### src/rtl/l2_cache_pkg.sv
// l2_cache_pkg: shared op encodings, lookup FSM states and line geometry for the L2 lookup controller
package l2_cache_pkg;
  localparam int OFFSET_BITS = 6;
  typedef enum logic [1:0] {
    OP_READ  = 2'b00,
    OP_WRITE = 2'b01,
    OP_INVAL = 2'b10,
    OP_RSVD  = 2'b11
  } l2_op_e;
  typedef enum logic [2:0] {
    S_IDLE,
    S_LOOKUP,
    S_COMPARE,
    S_WRITEBACK,
    S_FILL,
    S_UPDATE,
    S_RESP
  } l2_state_e;
  function automatic l2_op_e norm_op(input logic [1:0] op);
    return (op == OP_RSVD) ? OP_READ : l2_op_e'(op);
  endfunction
endpackage

### src/rtl/plru_tree.sv
// plru_tree: combinational tree-PLRU victim pick and touch update for one set (heap-ordered node bits)
module plru_tree #(
  parameter int WAYS = 8,
  localparam int WAY_W = $clog2(WAYS)
) (
  input  logic [WAYS-2:0]  bits,
  input  logic [WAY_W-1:0] touch_way,
  output logic [WAY_W-1:0] victim,
  output logic [WAYS-2:0]  next_bits
);
  logic [WAY_W-1:0] vn, un;
  // node n has children 2n+1 (bit=0, lower half) and 2n+2 (bit=1, upper half)
  always_comb begin
    vn = '0;
    victim = '0;
    for (int l = 0; l < WAY_W; l++) begin
      victim[WAY_W-1-l] = bits[vn];
      vn = WAY_W'(2 * int'(vn) + 1 + int'(bits[vn]));
    end
  end
  always_comb begin
    un = '0;
    next_bits = bits;
    for (int l = 0; l < WAY_W; l++) begin
      next_bits[un] = ~touch_way[WAY_W-1-l];
      un = WAY_W'(2 * int'(un) + 1 + int'(touch_way[WAY_W-1-l]));
    end
  end
endmodule

### src/rtl/l2_lookup_ctrl.sv
// l2_lookup_ctrl: L2 lookup/miss FSM with per-set tree PLRU replacement.
// Define L2_STATS_EN to add saturating hitCount/missCount outputs.
module l2_lookup_ctrl
  import l2_cache_pkg::*;
#(
  parameter int WAYS = 8,
  parameter int SETS = 16,
  parameter int ADDR_BITS = 32,
  localparam int WAY_W = $clog2(WAYS),
  localparam int IDX_W = $clog2(SETS)
) (
  input  logic                 clk,
  input  logic                 rst_n,
  input  logic                 reqValid,
  output logic                 reqReady,
  input  logic [1:0]           reqOp,
  input  logic [ADDR_BITS-1:0] reqAddr,
  output logic                 lookupEn,
  output logic [IDX_W-1:0]     lookupIndex,
  output logic [WAY_W-1:0]     victimWay,
  input  logic                 hit,
  input  logic [WAY_W-1:0]     hitWay,
  input  logic                 victimValid,
  input  logic                 victimDirty,
  output logic                 memReqValid,
  output logic                 memReqWrite,
  input  logic                 memAck,
  output logic                 wayWrite,
  output logic [WAY_W-1:0]     wayWriteSel,
  output logic                 wayWriteValid,
  output logic                 wayWriteDirty,
  output logic                 respValid,
  output logic                 respHit
`ifdef L2_STATS_EN
  ,
  output logic [31:0]          hitCount,
  output logic [31:0]          missCount
`endif
);
  l2_state_e state, state_n;
  l2_op_e op_q;
  logic [IDX_W-1:0] idx_q;
  logic [WAY_W-1:0] victim_q, hit_way_q, plru_victim, touch_way;
  logic hit_q;
  logic [SETS-1:0][WAYS-2:0] plru_q;
  logic [WAYS-2:0] plru_next;
  logic unused_addr;
  assign unused_addr = ^{reqAddr[ADDR_BITS-1:OFFSET_BITS+IDX_W], reqAddr[OFFSET_BITS-1:0]};
  // a hit touches the hit way, a miss touches the way it filled
  assign touch_way = hit_q ? hit_way_q : victim_q;
  plru_tree #(.WAYS(WAYS)) u_plru (
    .bits      (plru_q[idx_q]),
    .touch_way (touch_way),
    .victim    (plru_victim),
    .next_bits (plru_next)
  );
  always_ff @(posedge clk or negedge rst_n) begin
    if (!rst_n) begin
      state <= S_IDLE;
      op_q <= OP_READ;
      idx_q <= '0;
      victim_q <= '0;
      hit_way_q <= '0;
      hit_q <= 1'b0;
      plru_q <= '0;
    end else begin
      state <= state_n;
      if (state == S_IDLE && reqValid) begin
        op_q <= norm_op(reqOp);
        idx_q <= reqAddr[OFFSET_BITS +: IDX_W];
      end
      if (state == S_LOOKUP) victim_q <= plru_victim;
      if (state == S_COMPARE) begin
        hit_q <= hit;
        hit_way_q <= hitWay;
      end
      if (state == S_RESP && op_q != OP_INVAL) plru_q[idx_q] <= plru_next;
    end
  end
  always_comb begin
    state_n = state;
    case (state)
      S_IDLE:      state_n = reqValid ? S_LOOKUP : S_IDLE;
      S_LOOKUP:    state_n = S_COMPARE;
      S_COMPARE:   state_n = hit ? ((op_q == OP_READ) ? S_RESP : S_UPDATE)
                                 : (op_q == OP_INVAL) ? S_RESP
                                 : (victimValid && victimDirty) ? S_WRITEBACK : S_FILL;
      S_WRITEBACK: state_n = memAck ? S_FILL : S_WRITEBACK;
      S_FILL:      state_n = memAck ? S_UPDATE : S_FILL;
      S_UPDATE:    state_n = S_RESP;
      S_RESP:      state_n = S_IDLE;
      default:     state_n = S_IDLE;
    endcase
    reqReady = rst_n && state == S_IDLE;
    lookupEn = state == S_LOOKUP;
    lookupIndex = idx_q;
    victimWay = (state == S_LOOKUP) ? plru_victim : victim_q;
    memReqValid = state == S_WRITEBACK || state == S_FILL;
    memReqWrite = state == S_WRITEBACK;
    wayWrite = state == S_UPDATE;
    wayWriteSel = touch_way;
    wayWriteValid = wayWrite && op_q != OP_INVAL;
    wayWriteDirty = wayWrite && op_q == OP_WRITE;
    respValid = state == S_RESP;
    respHit = respValid && hit_q;
  end
`ifdef L2_STATS_EN
  always_ff @(posedge clk or negedge rst_n) begin
    if (!rst_n) begin
      hitCount <= '0;
      missCount <= '0;
    end else if (state == S_COMPARE && op_q != OP_INVAL) begin
      if (hit && !(&hitCount)) hitCount <= hitCount + 32'd1;
      if (!hit && !(&missCount)) missCount <= missCount + 32'd1;
    end
  end
`endif
endmodule

### config.mk
export PLATFORM = sky130hd
export DESIGN_NAME = l2_lookup_ctrl
export DESIGN_NICKNAME = d
export VERILOG_FILES = /design/src/rtl/l2_cache_pkg.sv /design/src/rtl/plru_tree.sv /design/src/rtl/l2_lookup_ctrl.sv
export SDC_FILE = /design/constraint.sdc
export NUM_CORES = 1
export LEC_CHECK = 0
export BUFFER_PORTS_ARGS = -buffer_cell sky130_fd_sc_hd__buf_2
export CORE_ASPECT_RATIO = 1.5
export CORE_MARGIN = 2
export CORE_UTILIZATION = 45
export CTS_CLUSTER_DIAMETER = 30
export CTS_CLUSTER_SIZE = 28
export DETAILED_ROUTE_END_ITERATION = 8
export PLACE_DENSITY_LB_ADDON = 0.3
export SKIP_LAST_GASP = 1
export SYNTH_ARGS = -nofsm -noshare
export SYNTH_HDL_FRONTEND = slang
export SYNTH_SLANG_ARGS = --single-unit
export TNS_END_PERCENT = 20
### constraint.sdc
create_clock -name clk -period 8.4 [get_ports clk]
set_clock_uncertainty 0.15 [all_clocks]
set_input_delay 0.42 -clock clk [delete_from_list [all_inputs] [get_ports clk]]
set_output_delay 0.42 -clock clk [all_outputs]
set_load 0.01 [all_outputs]
### After elaboration in Yosys (flattened, before gate mapping)

Index checks and enable logic that the tools add are counted.

| storage, ports and cells | value |
|---|---|
| flip-flop bits (word level) | 128 |
| logic and storage cells | 88 |
| memories kept | 0 |
| latch bits | 0 |
| memory bits (writable) | 0 |
| input bits | 44 |
| memory bits (read-only) | 0 |

| cells by class | value |
|---|---|
| div/mod/pow operators | 0 |
| add/subtract/negate cells | 6 |
| $mul | 0 |
| shift-type cells | 0 |
| eq/ne operators | 10 |
| reduce and logical (&&, ||, !) cells | 13 |
| mux-type cells | 26 |
| magnitude comparators | 8 |
| bitwise logic cells | 3 |

Operators by type and width:

| operator | number |
|---|---|
| 112-bit bitwise mux | 1 |
| 7-bit binary-select mux with 4-bit select | 1 |
| 7-bit demux with 4-bit select | 1 |
| 3-bit two-way mux | 6 |
| 3-bit case mux with 6 select lines | 1 |
| 3-bit by 4-bit < comparator with 1-bit output (second input constant) | 4 |
| 7-bit bitwise mux | 2 |
| 7-bit two-way mux | 2 |
| 1-bit logical AND | 10 |
| 3-bit equality test (second input constant) | 3 |
| 3-bit by 1-bit adder with 3-bit output (second input constant) | 2 |
| 3-bit by 2-bit adder with 3-bit output | 2 |
| 1-bit binary-select mux with 3-bit select | 2 |
| 1-bit demux with 3-bit select | 2 |
| 3-bit by 2-bit equality test with 1-bit output (second input constant) | 2 |
| 3-bit by 1-bit greater-or-equal comparator with 1-bit output (second input constant) | 2 |
| 1-bit two-way mux | 6 |
| 4-bit by 5-bit < comparator with 1-bit output (second input constant) | 1 |
| 1-bit by 1-bit adder with 2-bit output (first input constant) | 2 |
| 2-bit equality test (second input constant) | 2 |
| 4-bit by 1-bit greater-or-equal comparator with 1-bit output (second input constant) | 1 |
| 2-bit two-way mux | 2 |
| 3-bit by 1-bit equality test with 1-bit output (second input constant) | 1 |
| 3-bit zero test | 1 |
| other kinds (5) | 7 |

### Depth between registers and ports, before layout

Gate-level depths: netlist of the first run.

| depth | value |
|---|---|
| depth in word-level cells | 10 |
| gate-level depth with buffers | 11 |

### By module

A second synthesis of the first run with hierarchy kept.

| second synthesis, totals | value |
|---|---|
| cells, all modules | 435 |
| area total of the unflattened synthesis | 6434.9 µm² |

By module, submodules not included:

| module | cells an instance | area each (µm²) | instances | sequential area each (µm²) |
|---|---|---|---|---|
| l2_lookup_ctrl | 401 | 6182.2 | 1 | 3203.1 |
| plru_tree | 34 | 252.7 | 1 | 0.0 |

### Worst setup path before layout of the first run

OpenSTA, ideal clock, no wires.

| path | value |
|---|---|
| kind | register to output |
| start | reg idx_q[0] (netlist: lookupIndex[0]) |
| end | out victimWay[0] |
| arrival | 2.862 ns |
| buffers on the path | 1 |
| data required time | 7.830 ns |
| slack | 4.968 ns |
| stages on the path, launching flop included | 11 |
| cells stage by stage | dfrtp_1 > buf_6 > mux4_1 > a22o_1 > nor2_4 > mux2_4 > ha_1 > a21oi_1 > a21oi_1 > or3_1 > a32oi_2 |

| on the way | value |
|---|---|
| word-level cells in the longest chain between the ends | 9 |
| elaborated cells between the ends (all ways) | 10 |
| classes of those cells | 3 x add/sub; 7 x mux |

RTL lines:

| item | RTL line | source |
|---|---|---|
| start: declaration | l2_lookup_ctrl.sv:42 | `logic [IDX_W-1:0] idx_q;` |
| start signal: assignment | l2_lookup_ctrl.sv:70 | `idx_q <= reqAddr[OFFSET_BITS +: IDX_W];` |
| 7-bit binary-select mux with 4-bit select * | l2_lookup_ctrl.sv:52 | `.bits (plru_q[idx_q]),` |
| 7-bit two-way mux (implied by the code) * | l2_lookup_ctrl.sv:52 |  |
| 1-bit by 1-bit adder with 2-bit output | plru_tree.sv:18 | `vn = WAY_W'(2 * int'(vn) + 1 + int'(bits[vn]));` |
| 1-bit binary-select mux with 3-bit select | plru_tree.sv:18 |  |
| 1-bit two-way mux (implied by the code) | plru_tree.sv:18 |  |
| 3-bit by 2-bit adder with 3-bit output | plru_tree.sv:18 |  |
| 1-bit binary-select mux with 3-bit select * | plru_tree.sv:17 | `victim[WAY_W-1-l] = bits[vn];` |
| 1-bit two-way mux (implied by the code) * | plru_tree.sv:17 |  |
| 3-bit two-way mux * | n/a |  |
| end: declaration | l2_lookup_ctrl.sv:20 | `output logic [WAY_W-1:0] victimWay,` |

Mark *: on every way between the ends. The rest lies on a longest branch, timed or not. The select of a mux whose other input is x is not followed.

### Worst setup path after layout of the first run

Same ends and word-level chain as after synthesis.

==> results.yml, run 1 <==
clock_network:
  clock_latency_ns: 0.41
  cts_setup_buffers: 0
  cts.clk_slew.worst_paths_ns: 0.05
  cts_buffers: 17
  h-tree-depth: 4
  cts_root_buffer: "clkbuf_16"
  tritoncts: "built"
  ctsHoldBuffers: 1
  cts_buffer_depth: 2
  cts_resized: 0
  cts.sinks: 128
synthesis:
  syn_avg_cell_area_um2: 10.9
  ys_ff_latch: 128
  synth_edf_count: 0
  synth.distinct_cells: 47
  yosysWarningCount: 0
  post-synth-top-count-cell: "dfrtp_1"
  synthFlopType: "dfrtp_1"
  synthCells: 548
  synthTopCellsByCount: "128 x dfrtp_1, 93 x nand2_1, 62 x o21ai_0"
  ys_seq_area_share_pct: 53.6
  yosys.area.top_type: "dfrtp_1"
  synth_nets: 593
  synthArstFlopShare_pct: 100
  synth_top_cell_area_share_pct: 53.6
  syn-cell-area_um2: 5970
  yosys-top-cells-area: "dfrtp_1 54%, mux4_2 7.9%, nand2_1 5.8%"
grt:
  grt_use_total_pct: 20.6
  grt.overflow.total: 0
  busiest_layer: "met2"
  use_met1_pct: 23.5
  met2_usage_pct: 35.3
  grt_pass1_wl_mm: 22.7
  gr-usage-met3_pct: 5.15
  grt_pass1_vias: 4446
  antenna_found_initial: 0
  grt_max_degree: 72
timing:
  slew_headroom_pct: 32.7
  rsz0062_at_grt: "false"
  fin_crit_ns: 4.62
  hold_viol_final: 0
  whs_ns: 0.0878
  finalWorstSetupSlack_ns: 3.78
  slew_viol_final: 0
  fmax_ghz: 0.217
  fin_crit_sh_pct: 54.9
  worstMarginPinSlew_ns: 1.01
  setup_tns_ns: 0
  setup_viol_count_final: 0
placement:
  hpwl_mm: 9.24
  placed_area_um2: 6190
  gp_congestion: 0.877
  io_buffers: 34
  dp_slack_ns: 4.25
cells_and_area:
  fin_nets: 616
  syn2layout_area_growth_pct: 14.9
  design_area_um2: 6860
  utilization_pct: 53.0
  drive_gt1_share_pct: 20.7
  num_antenna_cells: 0
setup_path:
  critPathMaxFanout: 39
  cpLargestDelayFamily: "multiplexers"
  startpoint_type: "flip-flop"
  required_ns: 7.83
  path_buf_inv: 2
  crit_top_cell: "a21oi_1"
  slowest_delay_ns: 0.66
  crit_path_end_kind: "output pin"
  slowest_stage: "mux4_1"
  path_class: "flip-flop to output pin"
  crit_chain: "buf_4 > mux4_1 > a22o_1 > nor2_4 > mux2_4 > ha_1 > a21oi_1 > a21oi_1 > or3_1 > a32oi_2 > buf_2"
  worst_ep_arrival_time_ns: 4.05
routing:
  vias: 4285
  drt_pre_antenna_iters: 5
  dr.first_iter.drc_count: 242
  wl_per_cell_um: 18.6
  ant_nets: 0
  drt-total-wl_mm: 13.8
  vias_per_cell: 5.77
  drc: 0
die:
  io_pins: 63
  fp.dieH_um: 145
  row_count: 51
  core_area_um2: 13000
  die-area_um2: 14200
  die_w_um: 98.1
  start_util_pct: 46.1
min_path:
  hp-class: "primary input to flip-flop"
job:
  maxCapViolations: 0
run_status:
  status: "finished, final reports clean"
power:
  p_per_area_nw_per_um2: 420
  peakVddDrop_mv: 0.243
  p_leak_nw: 3.12
registers in the layout, summed over array words and instances (netlist names):
signal and flops:
hit_q 1, hit_way_q 3, lookupIndex 4, op_q 2, plru_q 112, state 3, victim_q 3
layout by cell type, fill, tap and decap left out, types with 2 or more instances in the layout:
| cell | netlist | layout |
|---|---|---|
| mux4_1 | 8 | 8 |
| mux2i_1 | 4 | 4 |
| nand2_1 | 93 | 93 |
| clkinvlp_4 | 0 | 2 |
| buf_4 | 6 | 10 |
| or3_1 | 2 | 2 |
| nor3_1 | 5 | 4 |
| a21oi_1 | 43 | 43 |
| or4_1 | 2 | 2 |
| bufinv_16 | 0 | 4 |
| and2_1 | 5 | 5 |
| nand2b_1 | 4 | 4 |
| clkbuf_8 | 0 | 6 |
| inv_1 | 7 | 7 |
| a21oi_2 | 3 | 3 |
| dfrtp_1 | 128 | 127 |
| o22ai_1 | 3 | 3 |
| mux2_2 | 14 | 14 |
| a22oi_1 | 6 | 6 |
| nor2b_1 | 6 | 6 |
| a22o_1 | 4 | 4 |
| nor3b_1 | 4 | 4 |
| buf_2 | 11 | 33 |
| mux4_2 | 21 | 21 |
| clkbuf_16 | 0 | 17 |
| o21ai_1 | 16 | 16 |
| o21ai_0 | 62 | 62 |
| nor2_1 | 46 | 46 |
| nand4b_1 | 4 | 4 |
worst reg2reg max path, cell delays in order, from the launching register on:
cell	delay (ns)
dfrtp_2	0.34
buf_4	0.54
mux4_1	0.69
a22o_1	0.29
nor2_4	0.18
mux2_4	0.33
ha_1	0.36
a21oi_1	0.15
a21oi_1	0.06
or3_1	0.33
a32oi_2	0.20
layout make-up:
cell class	instances	area (um2)
sequential	128	3200
timing repair buffer	44	250
inverter	7	26.3
tap	159	199
clock inverter	8	149
clock buffer	24	512
fill	1116	6090
multi-input combinational	373	2520
per-stage QoR:
stage          power (W)  instances
2_1_floorplan    0.00180        548
3_3_place_gp     0.00203        710
3_5_place_dp     0.00208        710
4_1_cts          0.00289        743
5_1_grt          0.00305        743
6_report         0.00288        743
kinds of logic after synthesis:
family	count (synthesis)	share of synthesized area [%]
compound gates	145	13.6
xor+xnor	1	0.147
fa+ha+maj	1	0.209
buf+inv	47	4.23
flops	128	53.6
mux	48	15.0
simple gates	178	13.2
where the power goes:
group / switching [W] / leakage, nW / internal, W / total (W)
combinational: 0.000647 / 1.09 / 0.000427 / 0.00107
clock: 0.000261 / 0.319 / 0.000544 / 0.000805
sequential: 0.000150 / 1.71 / 0.000853 / 0.00100
total: 0.00106 / 3.12 / 0.00182 / 0.00288
routing by layer:
layer	vias to the layer above	wire length, um
met3	33	586
met1	2144	5580
met5	-	0
met2	123	7180
li1	1985	-
met4	0	448
worst paths after layout:
path / startpoint / cells after the start / slack (ns) / end
min in group asynchronous: rst_n / 2 / 0.53 / plru_q[44]
worst max register to register: lookupIndex[0] / 10 / 4.69 / victim_q[0]
worst max-delay path: lookupIndex[0] / 11 / 3.78 / victimWay[0]
max in group asynchronous: rst_n / 3 / 6.32 / plru_q[69]
worst min register to register: plru_q[85] / 2 / 0.32 / plru_q[85]
worst min-delay path: reqAddr[6] / 2 / 0.09 / lookupIndex[0]
Power figures use the tool's default switching activity.
==> run 2, diff against run 1 <==
- ABC_AREA: unset -> 1
- clock period: 8.4 -> 4.7 ns (I/O delays scaled with it)
==> results.yml, run 2 <==
placement:
  io_buffers: 34
  dp_slack_ns: 1.61
  gp_congestion: 0.897
  hpwl_mm: 10.5
  place_inst: 971
synthesis:
  yosysWarningCount: 0
  syn_avg_cell_area_um2: 7.93
  synthXorXnorAreaFrac_pct: 0
  synthAdderAreaFrac_pct: 0.196
  ys_ff_latch: 128
  synth_edf_count: 0
  synth.distinct_cells: 33
  synth_nets: 849
  synth_top_cell_area_share_pct: 50.3
  synthCells: 804
  synth_top_family_by_area: "simple AND/OR/NAND/NOR gates"
  synth_compound_area_share_pct: 15.3
  yosys.area.top_type: "dfrtp_1"
  post-synth-top-count-cell: "nand2_1"
  synthFlopType: "dfrtp_1"
  synthTopCellsByCount: "368 x nand2_1, 128 x dfrtp_1, 72 x o21ai_0"
  yosys-mux-area-fraction_pct: 0
  syn-cell-area_um2: 6370
  yosys-top-cells-area: "dfrtp_1 50%, nand2_1 22%, o21ai_0 5.7%"
  synthSimpleGateAreaFrac_pct: 27.0
  ys_seq_area_share_pct: 50.3
  synthArstFlopShare_pct: 100
power:
  p_leak_nw: 3.60
  peakVddDrop_mv: 0.497
  p_per_area_nw_per_um2: 667
min_path:
  hp-class: "primary input to flip-flop"
  hold_path_end: "state[1]"
  min_from: "victimDirty"
  whs_path_depth: 3
setup_path:
  slowest_stage: "dfrtp_1"
  required_ns: 4.32
  startpoint_type: "flip-flop"
  path_class: "flip-flop to output pin"
  crit_chain: "buf_4 > inv_4 > nand2_1 > nand2_1 > nand2_1 > nand2_1 > nand2_1 > nand2_1 > nor2_2 > nand2_1 > nand2_2 > ha_1 > nor2_1 > nand3_1 > nand2_1 > inv_1 > nand2_1 > nand3_1 > nand2_1 > buf_2"
  critPathMaxFanout: 33
  slowest_delay_ns: 0.37
  crit_top_cell: "nand2_1"
  rrSetupSlack_ns: 1.81
  reg2reg_to: "plru_q[31]"
  rr_startpoint: "lookupIndex[0]"
  crit_path_end_kind: "output pin"
  rr_worst_depth: 11
  critPathLaunch: "lookupIndex[0]"
  worst_ep_arrival_time_ns: 3.15
die:
  fp.dieH_um: 150
  core_area_um2: 13900
  row_count: 53
  die-area_um2: 15100
  start_util_pct: 45.8
  io_pins: 63
  die_w_um: 101
grt:
  grt_max_degree: 53
  grt.overflow.total: 0
  grt_use_total_pct: 23.3
  antenna_found_initial: 0
  grt_pass1_wl_mm: 26.9
  grt_pass1_vias: 5172
clock_network:
  cts_setup_buffers: 0
  cts_resized: 0
  cts_root_buffer: "clkbuf_16"
  clock_latency_ns: 0.42
  tritoncts: "built"
  cts.sinks: 128
  cts_buffer_depth: 2
  h-tree-depth: 4
  cts_buffers: 17
  cts.clk_slew.worst_paths_ns: 0.06
timing:
  finalWorstSetupSlack_ns: 1.17
  slew_headroom_pct: 32.1
  rsz0062_at_grt: "false"
  worstMarginPinSlew_ns: 1.02
  fmax_ghz: 0.283
  whs_ns: 0.0468
  setup_viol_count_final: 0
  slew_viol_final: 0
  setup_tns_ns: 0
  fin_crit_sh_pct: 75.1
  fin_crit_ns: 3.53
  hold_viol_final: 0
cells_and_area:
  final_cell_mix: "368 x nand2_1, 128 x dfrtp_1, 72 x o21ai_0"
  largest_register: "plru_q"
  layoutNonFillerInstCount: 1016
  final_common_cell: "nand2_1"
  largest_register_ffs: 112
  syn2layout_area_growth_pct: 14.5
  num_antenna_cells: 0
  fin_nets: 883
  drive_gt1_share_pct: 15.3
routing:
  dr.first_iter.drc_count: 411
  vias_per_cell: 5.18
  ant_nets: 0
  drt_pre_antenna_iters: 4
  wl_per_cell_um: 15.8
  drc: 0
  vias: 5267
  drt-total-wl_mm: 16.1
job:
  maxCapViolations: 0
run_status:
  status: "finished, final reports clean"
==> run 2: changes by cell type in the layout (fill, tap and decap cells not counted), sizes merged, moves of 5 or more <==
| cell | delta |
|---|---|
| nor2b | -6 |
| and2 | -5 |
| nand3 | +9 |
| o21ai | +45 |
| inv | +44 |
| nand2 | +277 |
| mux4 | -29 |
| clkbuf | -5 |
| mux2 | -15 |
| dlygate4sd3 | +12 |
| a22oi | +10 |
| a21oi | -44 |
==> run 2: routing by layer <==
layer | vias up | part of all wire (%) | global-route usage [%] | wire length [um]
li1 | 2631 | - | - | -
met1 | 2482 | 43 | 28.3 | 6880
met2 | 123 | 51 | 40.0 | 8220
met3 | 31 | 3.3 | 4.81 | 533
met4 | 0 | 2.8 | 9.59 | 454
met5 | - | 0 | 0 | 0
==> run 2: layout make-up <==
cell class / instances / area [um2]
clock buffers: 19 / 443
clock inverters: 13 / 186
repair buffers: 53 / 348
well taps: 165 / 206
multi-input cells: 587 / 2720
flip-flops and latches: 128 / 3200
inverters: 51 / 196
fillers: 1336 / 6630
==> run 2: metrics by stage <==
| stage | total power [W] | util [%] | cell area (um2) |
|---|---|---|---|
| floorplan | 0.00300 | - | 6370 |
| global placement | 0.00344 | 47.0 | 6540 |
| detailed placement | 0.00347 | 47.0 | 6540 |
| CTS | 0.00489 | 52.4 | 7300 |
| global route | 0.00520 | 52.4 | 7300 |
| finish | 0.00487 | 52.4 | 7300 |
==> run 2: cells by family (layout without fill, tap and decap cells) <==
logic type | Yosys count | after routing
buffers and inverters | 89 | 136
and+or+nand+nor | 436 | 436
adders and majority gates | 1 | 1
AOI/OAI and AO/OA | 150 | 150
DFF | 128 | 128
==> run 2: critical path, delay by kind of cell (launching register included) <==
kind | cells | cell delay [ns]
fa+ha+maj | 1 | 0.33
flops | 1 | 0.37
buf+inv | 4 | 0.69
simple gates | 15 | 1.30
==> run 2: how the worst max path moves through the flow <==
stage               cells past startpoint           end  slack, ns
global placement                       20  victimWay[0]       1.63
detailed placement                     20  victimWay[0]       1.61
global route                           20  victimWay[0]       0.84
CTS                                    20  victimWay[0]       1.14
finish                                 20  victimWay[0]       1.17
floorplan                              17  victimWay[0]       2.22
==> run 2: report_power, final <==
part           total [W]  internal (W)  switching, W
clock network    0.00140      0.000902      0.000496
registers        0.00160       0.00141      0.000188
logic            0.00187      0.000519       0.00135
total            0.00487       0.00283       0.00204
==> run 2: timing repair <==
| action | in CTS | in global routing |
|---|---|---|
| hold buffers | 13 | 0 |
| setup endpoints to repair | 0 | 0 |
| endpoints found under the hold margin | 60 | 0 |
